File: config.mk
export PLATFORM = sky130hd
export DESIGN_NAME = dmem_arbiter_flat
export DESIGN_NICKNAME = d
export VERILOG_FILES = /design/src/rtl/dmem_arbiter_if.sv /design/src/rtl/dmem_arbiter.sv /design/src/flat_wrapper.sv
export SDC_FILE = /design/constraint.sdc
export NUM_CORES = 1
export LEC_CHECK = 0
export ABC_CLOCK_PERIOD_IN_PS = 3100
export CORE_ASPECT_RATIO = 1.5
export CORE_MARGIN = 4
export CORE_UTILIZATION = 40
export DETAILED_ROUTE_END_ITERATION = 6
export PLACE_DENSITY_LB_ADDON = 0.2
export SLEW_MARGIN = 20
export SYNTH_ARGS = -nofsm -noshare
export SYNTH_HDL_FRONTEND = slang
export SYNTH_SLANG_ARGS = --single-unit
File: constraint.sdc
create_clock -name i_clk -period 3.1 [get_ports i_clk]
set_input_delay 0.775 -clock i_clk [delete_from_list [all_inputs] [get_ports i_clk]]
set_output_delay 0.775 -clock i_clk [all_outputs]
set_load 0.1 [all_outputs]
File: src/rtl/dmem_arbiter_if.sv
// Request, response and DataMem signals shared by the two requesters, the arbiter
// and the data memory. The slave modport is the arbiter's view of the bus.
interface dmem_arbiter_if #(
  parameter int ADDR_W = 11,
  parameter int DATA_W = 32
);
  logic              i_p0_req;
  logic              i_p0_we;
  logic [ADDR_W-1:0] i_p0_addr;
  logic [DATA_W-1:0] i_p0_wdata;
  logic [3:0]        i_p0_bmask;
  logic              o_p0_gnt;
  logic              o_p0_rvalid;
  logic [DATA_W-1:0] o_p0_rdata;
  logic              o_p0_err;

  logic              i_p1_req;
  logic              i_p1_we;
  logic [ADDR_W-1:0] i_p1_addr;
  logic [DATA_W-1:0] i_p1_wdata;
  logic [3:0]        i_p1_bmask;
  logic              o_p1_gnt;
  logic              o_p1_rvalid;
  logic [DATA_W-1:0] o_p1_rdata;
  logic              o_p1_err;

  logic [ADDR_W-1:0] o_mem_addr;
  logic [DATA_W-1:0] o_mem_wdata;
  logic [3:0]        o_mem_bmask;
  logic              o_mem_wren;
  logic [DATA_W-1:0] i_mem_rdata;

  modport slave (
    input  i_p0_req, i_p0_we, i_p0_addr, i_p0_wdata, i_p0_bmask,
    output o_p0_gnt, o_p0_rvalid, o_p0_rdata, o_p0_err,
    input  i_p1_req, i_p1_we, i_p1_addr, i_p1_wdata, i_p1_bmask,
    output o_p1_gnt, o_p1_rvalid, o_p1_rdata, o_p1_err,
    output o_mem_addr, o_mem_wdata, o_mem_bmask, o_mem_wren,
    input  i_mem_rdata
  );

  modport master (
    output i_p0_req, i_p0_we, i_p0_addr, i_p0_wdata, i_p0_bmask,
    input  o_p0_gnt, o_p0_rvalid, o_p0_rdata, o_p0_err,
    output i_p1_req, i_p1_we, i_p1_addr, i_p1_wdata, i_p1_bmask,
    input  o_p1_gnt, o_p1_rvalid, o_p1_rdata, o_p1_err,
    input  o_mem_addr, o_mem_wdata, o_mem_bmask, o_mem_wren,
    output i_mem_rdata
  );
endinterface

File: src/rtl/dmem_arbiter.sv
// Two-port arbiter for the single DataMem port: grant selection, alignment checks,
// write suppression on illegal accesses and a registered one-cycle response per port.
module dmem_arbiter #(
  parameter int ADDR_W     = 11,
  parameter int DATA_W     = 32,
  parameter int FIXED_PRIO = 0,
  parameter int MAX_WAIT   = 4
) (
  input  logic          i_clk,
  input  logic          i_reset,
  dmem_arbiter_if.slave bus
);

  typedef enum logic {PORT0 = 1'b0, PORT1 = 1'b1} port_e;

  typedef struct packed {
    logic              rvalid;
    logic              err;
    logic [DATA_W-1:0] rdata;
  } rsp_t;

  localparam logic [3:0] WAIT_MAX = 4'(MAX_WAIT);

  port_e             last_q, last_d;
  logic [3:0]        wait_q, wait_d;
  rsp_t              rsp0_q, rsp0_d, rsp1_q, rsp1_d;
  logic              gnt0, gnt1, p1_wins;
  logic              legal0, legal1;
  logic [ADDR_W-1:0] mem_addr;
  logic [DATA_W-1:0] mem_wdata;
  logic [3:0]        mem_bmask;
  logic              mem_wren;

  function automatic logic access_legal(input logic [3:0] bmask, input logic [1:0] lsb);
    case (bmask)
      4'b0001: access_legal = 1'b1;
      4'b0011: access_legal = ~lsb[0];
      4'b1111: access_legal = (lsb == 2'b00);
      default: access_legal = 1'b0;
    endcase
  endfunction

  assign legal0 = access_legal(bus.i_p0_bmask, bus.i_p0_addr[1:0]);
  assign legal1 = access_legal(bus.i_p1_bmask, bus.i_p1_addr[1:0]);

  // NOTE: every output of an always_comb gets a default first so no path can infer a latch.
  always_comb begin
    p1_wins = (FIXED_PRIO != 0) ? (wait_q == WAIT_MAX) : (last_q == PORT0);
    gnt0    = 1'b0;
    gnt1    = 1'b0;
    if (!i_reset) begin
      if (bus.i_p0_req && bus.i_p1_req) begin
        gnt0 = ~p1_wins;
        gnt1 = p1_wins;
      end else begin
        gnt0 = bus.i_p0_req;
        gnt1 = bus.i_p1_req;
      end
    end
  end

  always_comb begin
    mem_addr  = '0;
    mem_wdata = '0;
    mem_bmask = '0;
    mem_wren  = 1'b0;
    if (gnt0) begin
      mem_addr  = bus.i_p0_addr;
      mem_wdata = bus.i_p0_wdata;
      mem_bmask = bus.i_p0_bmask;
      mem_wren  = bus.i_p0_we & legal0;
    end else if (gnt1) begin
      mem_addr  = bus.i_p1_addr;
      mem_wdata = bus.i_p1_wdata;
      mem_bmask = bus.i_p1_bmask;
      mem_wren  = bus.i_p1_we & legal1;
    end
  end

  always_comb begin
    last_d = last_q;
    if (gnt0)      last_d = PORT0;
    else if (gnt1) last_d = PORT1;

    // Starvation guard: counts cycles port 1 asks and loses, cleared once it wins or leaves.
    wait_d = '0;
    if ((FIXED_PRIO != 0) && bus.i_p1_req && !gnt1)
      wait_d = (wait_q == WAIT_MAX) ? wait_q : wait_q + 4'd1;

    rsp0_d.rvalid = gnt0;
    rsp0_d.err    = gnt0 & ~legal0;
    rsp0_d.rdata  = (gnt0 && legal0 && !bus.i_p0_we) ? bus.i_mem_rdata : '0;
    rsp1_d.rvalid = gnt1;
    rsp1_d.err    = gnt1 & ~legal1;
    rsp1_d.rdata  = (gnt1 && legal1 && !bus.i_p1_we) ? bus.i_mem_rdata : '0;
  end

  // NOTE: state registers use non-blocking assignments so every flop samples pre-edge values.
  always_ff @(posedge i_clk) begin
    if (i_reset) begin
      last_q <= PORT1;
      wait_q <= '0;
      rsp0_q <= '0;
      rsp1_q <= '0;
    end else begin
      last_q <= last_d;
      wait_q <= wait_d;
      rsp0_q <= rsp0_d;
      rsp1_q <= rsp1_d;
    end
  end

  assign bus.o_mem_addr  = mem_addr;
  assign bus.o_mem_wdata = mem_wdata;
  assign bus.o_mem_bmask = mem_bmask;
  assign bus.o_mem_wren  = mem_wren;

  assign bus.o_p0_gnt = gnt0;
  assign bus.o_p1_gnt = gnt1;

  // A response captured in the cycle before reset is discarded, not presented.
  assign bus.o_p0_rvalid = rsp0_q.rvalid & ~i_reset;
  assign bus.o_p0_err    = rsp0_q.err & ~i_reset;
  assign bus.o_p0_rdata  = i_reset ? '0 : rsp0_q.rdata;
  assign bus.o_p1_rvalid = rsp1_q.rvalid & ~i_reset;
  assign bus.o_p1_err    = rsp1_q.err & ~i_reset;
  assign bus.o_p1_rdata  = i_reset ? '0 : rsp1_q.rdata;

endmodule

File: src/flat_wrapper.sv
// flat-port wrapper written by rule: the top's interface ports become plain ports
module dmem_arbiter_flat 
#(
  parameter int ADDR_W     = 11,
  parameter int DATA_W     = 32,
  parameter int FIXED_PRIO = 0,
  parameter int MAX_WAIT   = 4
)
  (i_clk, i_reset, bus_i_p0_req, bus_i_p0_we, bus_i_p0_addr, bus_i_p0_wdata, bus_i_p0_bmask, bus_o_p0_gnt, bus_o_p0_rvalid, bus_o_p0_rdata, bus_o_p0_err, bus_i_p1_req, bus_i_p1_we, bus_i_p1_addr, bus_i_p1_wdata, bus_i_p1_bmask, bus_o_p1_gnt, bus_o_p1_rvalid, bus_o_p1_rdata, bus_o_p1_err, bus_o_mem_addr, bus_o_mem_wdata, bus_o_mem_bmask, bus_o_mem_wren, bus_i_mem_rdata);
  dmem_arbiter_if #(.ADDR_W(ADDR_W), .DATA_W(DATA_W)) bus_i ();
  input  logic i_clk;
  input  logic i_reset;
  input wire logic [$bits(bus_i.i_p0_req)-1:0] bus_i_p0_req;
  input wire logic [$bits(bus_i.i_p0_we)-1:0] bus_i_p0_we;
  input wire logic [$bits(bus_i.i_p0_addr)-1:0] bus_i_p0_addr;
  input wire logic [$bits(bus_i.i_p0_wdata)-1:0] bus_i_p0_wdata;
  input wire logic [$bits(bus_i.i_p0_bmask)-1:0] bus_i_p0_bmask;
  output wire logic [$bits(bus_i.o_p0_gnt)-1:0] bus_o_p0_gnt;
  output wire logic [$bits(bus_i.o_p0_rvalid)-1:0] bus_o_p0_rvalid;
  output wire logic [$bits(bus_i.o_p0_rdata)-1:0] bus_o_p0_rdata;
  output wire logic [$bits(bus_i.o_p0_err)-1:0] bus_o_p0_err;
  input wire logic [$bits(bus_i.i_p1_req)-1:0] bus_i_p1_req;
  input wire logic [$bits(bus_i.i_p1_we)-1:0] bus_i_p1_we;
  input wire logic [$bits(bus_i.i_p1_addr)-1:0] bus_i_p1_addr;
  input wire logic [$bits(bus_i.i_p1_wdata)-1:0] bus_i_p1_wdata;
  input wire logic [$bits(bus_i.i_p1_bmask)-1:0] bus_i_p1_bmask;
  output wire logic [$bits(bus_i.o_p1_gnt)-1:0] bus_o_p1_gnt;
  output wire logic [$bits(bus_i.o_p1_rvalid)-1:0] bus_o_p1_rvalid;
  output wire logic [$bits(bus_i.o_p1_rdata)-1:0] bus_o_p1_rdata;
  output wire logic [$bits(bus_i.o_p1_err)-1:0] bus_o_p1_err;
  output wire logic [$bits(bus_i.o_mem_addr)-1:0] bus_o_mem_addr;
  output wire logic [$bits(bus_i.o_mem_wdata)-1:0] bus_o_mem_wdata;
  output wire logic [$bits(bus_i.o_mem_bmask)-1:0] bus_o_mem_bmask;
  output wire logic [$bits(bus_i.o_mem_wren)-1:0] bus_o_mem_wren;
  input wire logic [$bits(bus_i.i_mem_rdata)-1:0] bus_i_mem_rdata;
  assign bus_i.i_p0_req = bus_i_p0_req;
  assign bus_i.i_p0_we = bus_i_p0_we;
  assign bus_i.i_p0_addr = bus_i_p0_addr;
  assign bus_i.i_p0_wdata = bus_i_p0_wdata;
  assign bus_i.i_p0_bmask = bus_i_p0_bmask;
  assign bus_o_p0_gnt = bus_i.o_p0_gnt;
  assign bus_o_p0_rvalid = bus_i.o_p0_rvalid;
  assign bus_o_p0_rdata = bus_i.o_p0_rdata;
  assign bus_o_p0_err = bus_i.o_p0_err;
  assign bus_i.i_p1_req = bus_i_p1_req;
  assign bus_i.i_p1_we = bus_i_p1_we;
  assign bus_i.i_p1_addr = bus_i_p1_addr;
  assign bus_i.i_p1_wdata = bus_i_p1_wdata;
  assign bus_i.i_p1_bmask = bus_i_p1_bmask;
  assign bus_o_p1_gnt = bus_i.o_p1_gnt;
  assign bus_o_p1_rvalid = bus_i.o_p1_rvalid;
  assign bus_o_p1_rdata = bus_i.o_p1_rdata;
  assign bus_o_p1_err = bus_i.o_p1_err;
  assign bus_o_mem_addr = bus_i.o_mem_addr;
  assign bus_o_mem_wdata = bus_i.o_mem_wdata;
  assign bus_o_mem_bmask = bus_i.o_mem_bmask;
  assign bus_o_mem_wren = bus_i.o_mem_wren;
  assign bus_i.i_mem_rdata = bus_i_mem_rdata;
  dmem_arbiter #(.ADDR_W(ADDR_W), .DATA_W(DATA_W), .FIXED_PRIO(FIXED_PRIO), .MAX_WAIT(MAX_WAIT)) u_core (.i_clk(i_clk), .i_reset(i_reset), .bus(bus_i));
endmodule
==> Yosys cells after proc, flatten, opt, wreduce, memory -nomap -nowiden <==
Index checks and enable logic that the tools add are counted.
{ "op_classes": {"n_bitwise": 16, "n_reduce_logical": 12, "n_eq_ne": 6, "n_mux": 18} }
{ "op_table": {"columns": ["cell", "n"], "rows": [
  ["$mux 32", 4],
  ["$mux 11", 2],
  ["$and 1x1->1", 8],
  ["$eq 4x1->1 const B", 2],
  ["$eq 4x2->1 const B", 2],
  ["$eq 4x4->1 const B", 2],
  ["$mux 1", 8],
  ["$mux 4", 2],
  ["$not 1->1", 8],
  ["$pmux 1 s3", 2],
  ["$logic_and 1x1->1", 5],
  ["$logic_not 2->1", 2],
  ["$reduce_or 2->1", 2],
  ["$logic_not 1->1", 2],
  ["$reduce_bool 2->1", 1]
]} }
{ "word_totals": {"word_cells": 59, "out_inout_bits": 118, "in_bits": 132, "regBits": 69} }

==> Depth between registers and ports, before layout <==
{ "logic_depth": {"word_depth": 7, "mapped_depth": 5} }

==> Worst setup path before layout <==
Ideal clock, no wire load.
{ "synth_path": {"path_type": "input -> output", "start": "input port bus_i_p1_addr[1]", "end": "output port bus_o_mem_wren", "required_time_ns": 2.325, "arrival_ns": 3.627, "cell_stages": 4, "path_slack_ns": -1.302, "n_path_buf": 1, "path_cell_list": "nor3b_2 -> a31oi_4 -> buf_6 -> o32ai_1"} }
{ "synth_via": {"elab_chain_len": 5} }
{ "synth_lines": {"columns": ["element", "line_no", "source"], "rows": [
  ["start, declared", "flat_wrapper.sv:24", "input wire logic [$bits(bus_i.i_p1_addr)-1:0] bus_i_p1_addr;"],
  ["$logic_not 2->1", "dmem_arbiter.sv:38", "4'b1111: access_legal = (lsb == 2'b00);"],
  ["$pmux 1 s3", "dmem_arbiter.sv:35", "case (bmask)"],
  ["$and 1x1->1", "dmem_arbiter.sv:76", "mem_wren = bus.i_p1_we & legal1;"],
  ["$mux 1", "dmem_arbiter.sv:72", "end else if (gnt1) begin"],
  ["$mux 1", "dmem_arbiter.sv:67", "if (gnt0) begin"],
  ["end, declared", "flat_wrapper.sv:34", "output wire logic [$bits(bus_i.o_mem_wren)-1:0] bus_o_mem_wren;"]
]} }
Every way passes these cells.

==> Worst setup path in the final report <==
{ "layout_path": {"start": "input port bus_i_p0_req", "end": "output port bus_o_mem_wdata[22]"} }
{ "layout_via": {"elab_chain_len": 5} }
{ "layout_lines": {"columns": ["element", "line_no", "source"], "rows": [
  ["start, declared", "flat_wrapper.sv:13", "input wire logic [$bits(bus_i.i_p0_req)-1:0] bus_i_p0_req;"],
  ["$logic_and 1x1->1", "dmem_arbiter.sv:52", "if (bus.i_p0_req && bus.i_p1_req) begin"],
  ["$mux 1", "dmem_arbiter.sv:52", null],
  ["$mux 1", "dmem_arbiter.sv:51", "if (!i_reset) begin"],
  ["$mux 32", "dmem_arbiter.sv:72", null],
  ["$mux 32 *", "dmem_arbiter.sv:67", null],
  ["end, declared", "flat_wrapper.sv:32", "output wire logic [$bits(bus_i.o_mem_wdata)-1:0] bus_o_mem_wdata;"]
]} }
Every way passes the cells marked *; elsewhere a longest branch is shown, timed or not.

==> summary.md <==
| Metric | Value |
|---|---|
| Routability cong. | 0.781 |
| Worst skew pair latency | 0.33 ns |
| Nets@finish | 715 |
| Final worst path period share | 98.0% |
| Worst path cell trace | clkdlybuf4s50_1, nor2b_1, nand2_1, inv_2, buf_12, a22o_1, buf_12 |
| Post-Route Utilization | 83.5% |
| YS warnings | 0 |
| Num ports | 250 |
| Met3 Usage GRT | 9.80% |
| WHS | 0.611 ns |
| Leakage | 3.01 nW |
| DIE AREA | 11500 sq um |
| GRT Total Usage | 27.1% |
| Most used routing layer | met2 |
| Antenna diode count | 0 |
| Fmax | 329 MHz |
| Hold Buf Count CTS | 0 |
| Row count | 44 |
| CP Class | input port to output pin |
| Initial DRC Count | 110 |
| Setup TNS | 0 ns |
| Power Dens Cells | 354 nW/um^2 |
| Slowest stage delay, CP | 0.48 ns |
| # fillers | 485 |
| Hold_sp | u_core.last_q$_SDFFE_PP1P_ |
| Die X | 89.1 um |
| Highest fanout seen on the critical path | 37 |
| WP data arrival | 2.26 ns |
| Core footprint | 9630 sq um |
| Clock Sinks | 69 |
| Seq cells post-synth | 69 |
| Final ANT Viol Nets | 0 |
| Non-Filler Instances | 703 |
| Worst slew pin tran | 0.766 ns |
| Relative slew slack | 48.9% |
| Total gr overflow | 0 |
| Most common cell on crit path | buf_12 |
| Most frequent cells after synthesis | 69 x dfxtp_1, 65 x nor2b_1, 46 x a22o_1 |
| Final setup fails | 0 |
| Vias in the first global route | 4048 |
| Peak VDD IR | 0.000399 V |
| Routed WL | 15900 um |
| Post-synth EDFFs | 0 |
| Max-slew violations | 0 |
| Pre-antenna DRT Iters | 4 |
| H-tree depth | 3 |
| Synth Cell Area | 3950 sq um |
| Drt drc | 0 |
| Syn Nets | 476 |
| Syn avg cell area | 11.5 sq um |
| Cts bufs inserted | 9 |
| Worst r2r src | u_core.last_q$_SDFFE_PP1P_ |
| Crit path from | bus_i_p0_req |
| Post-CTS setup buffer count | 0 |
| WP data required | 2.32 ns |
| Largest net degree at the start of global routing | 67 |
| Avg WL per Cell | 22.6 um |
| Main synth FF type | dfxtp_1 |
| Placed cell count | 686 |
| Synth top area cells | dfxtp_1 35%, nor4b_2 14%, nor4b_4 12% |
| Clock slew at reported path FFs | 0.05 ns |
| Tmin final | 3.04 ns |
| DIE HEIGHT | 130 um |
| Max cap viols | 0 |
| Yosys top cell by area | dfxtp_1 |
| Grt met2 use | 48.7% |
| Synthesized instance count | 344 |
| Layout cells sized above 1 | 39.3% |
| Area Overhead vs Synth | 104% |
| Most common cell in the netlist | dfxtp_1 |
| RSZ-0062 raised after global routing | no |
| Max Root-Sink Buffers | 2 |
| Port bufs | 249 |
| Met1 Use GR | 25.7% |
| Vias per cell | 5.33 |
| Via count | 3745 |
| Status | completed |
| Async S/R FF share, synth | 0% |
| CTS root buf | clkbuf_16 |
| CP endpoint kind | output pin |
| Startpoint Class | input port |
| CTS tree | done |
| Hold crit path type | register to register |
| First-pass GRT wire length | 23100 um |
| CP max-delay cell | clkdlybuf4s50_1 |
| Sequential cell area fraction in the yosys report | 35.0% |
| Antenna violations before repair | 0 |
| Initial Util | 40.9% |
| DP HPWL | 11900 um |
| Clock Skews | 0.00542 ns |
| Post-synth top area share | 35.0% |
| Netlist cell types | 24 |
| Final hold violation count | 0 |
-- where the power goes --
group | total [W] | switching [W] | internal, W
Combinational | 0.00102 | 0.000593 | 0.000428
Clock | 0.000929 | 0.000369 | 0.000560
Sequential | 0.000897 | 0.00000225 | 0.000895
-- kinds of logic (layout without fill, tap and decap cells) --
family | Yosys count | in the layout | share of synthesized area (%)
AOI/OAI and AO/OA | 55 | 55 | 12.8
and+or+nand+nor | 176 | 176 | 45.9
buffers and inverters | 44 | 288 | 6.31
DFF | 69 | 69 | 35.0
-- per-layer routing --
layer	share of wire, %	wire (um)
met4	5.2	822
met1	31	4920
met2	54	8580
met3	9.9	1570
met5	0	0
-- sequential cells by signal, summed over array words and instances, names as in the netlist --
register and flops:
u_core.last_q 1, u_core.rsp0_q 34, u_core.rsp1_q 34
-- timing repair --
| action | CTS | global route |
|---|---|---|
| resized for setup | 4 | 1 |
| setup endpoints to repair | 11 | 1 |
| gates cloned | 1 | 0 |
| pin swaps | 1 | 0 |
-- through the flow --
| stage | instance area [sq um] | power (W) | setup slack, ns |
|---|---|---|---|
| floorplan | 3980 | 0.00148 | -0.171 |
| global placement | 7730 | 0.00192 | 0.0343 |
| detailed placement | 7730 | 0.00193 | -0.00294 |
| CTS | 8040 | 0.00287 | 0.0543 |
| global route | 8040 | 0.00294 | 0.00102 |
| finish | 8040 | 0.00285 | 0.0610 |
-- cell usage in the layout, fill, tap and decap left out, types with 3 or more instances in the layout --
| cell type | instances |
|---|---|
| buf_4 | 13 |
| nor2b_1 | 64 |
| clkbuf_16 | 9 |
| inv_1 | 3 |
| a22o_1 | 37 |
| nand2b_1 | 34 |
| nor4b_1 | 7 |
| nor4b_4 | 20 |
| clkdlybuf4s50_1 | 129 |
| nor4b_2 | 37 |
| clkinv_2 | 3 |
| and2b_1 | 5 |
| buf_12 | 122 |
| a22o_2 | 8 |
| dfxtp_1 | 69 |
-- path summary, 6_finish.rpt --
kind,cells after the start,end,slack (ns)
setup / recovery,7,bus_o_mem_wdata[22],0.06
hold / removal,2,u_core.last_q$_SDFFE_PP1P_,0.61
hold reg to reg,2,u_core.last_q$_SDFFE_PP1P_,0.61
setup reg to reg,6,u_core.rsp0_q[13]$_SDFF_PP0_,1.47
-- critical path: cells and delay by family --
family	cells	cell delay, ns
AND/OR/NAND/NOR	2	0.27
buffers and inverters	4	1.01
AO/OA/AOI/OAI	1	0.21
-- final cells by class --
| cell class | instances | area [sq um] | share of cell area (%) |
|---|---|---|---|
| clock inverters | 4 | 23.8 | 0.296 |
| well taps | 115 | 144 | 1.79 |
| inverters | 5 | 18.8 | 0.233 |
| flip-flops and latches | 69 | 1380 | 17.2 |
| clock buffers | 12 | 246 | 3.06 |
| multi-input cells | 231 | 2360 | 29.4 |
| repair buffers | 267 | 3870 | 48.1 |
(Power assumes the default switching activity.)
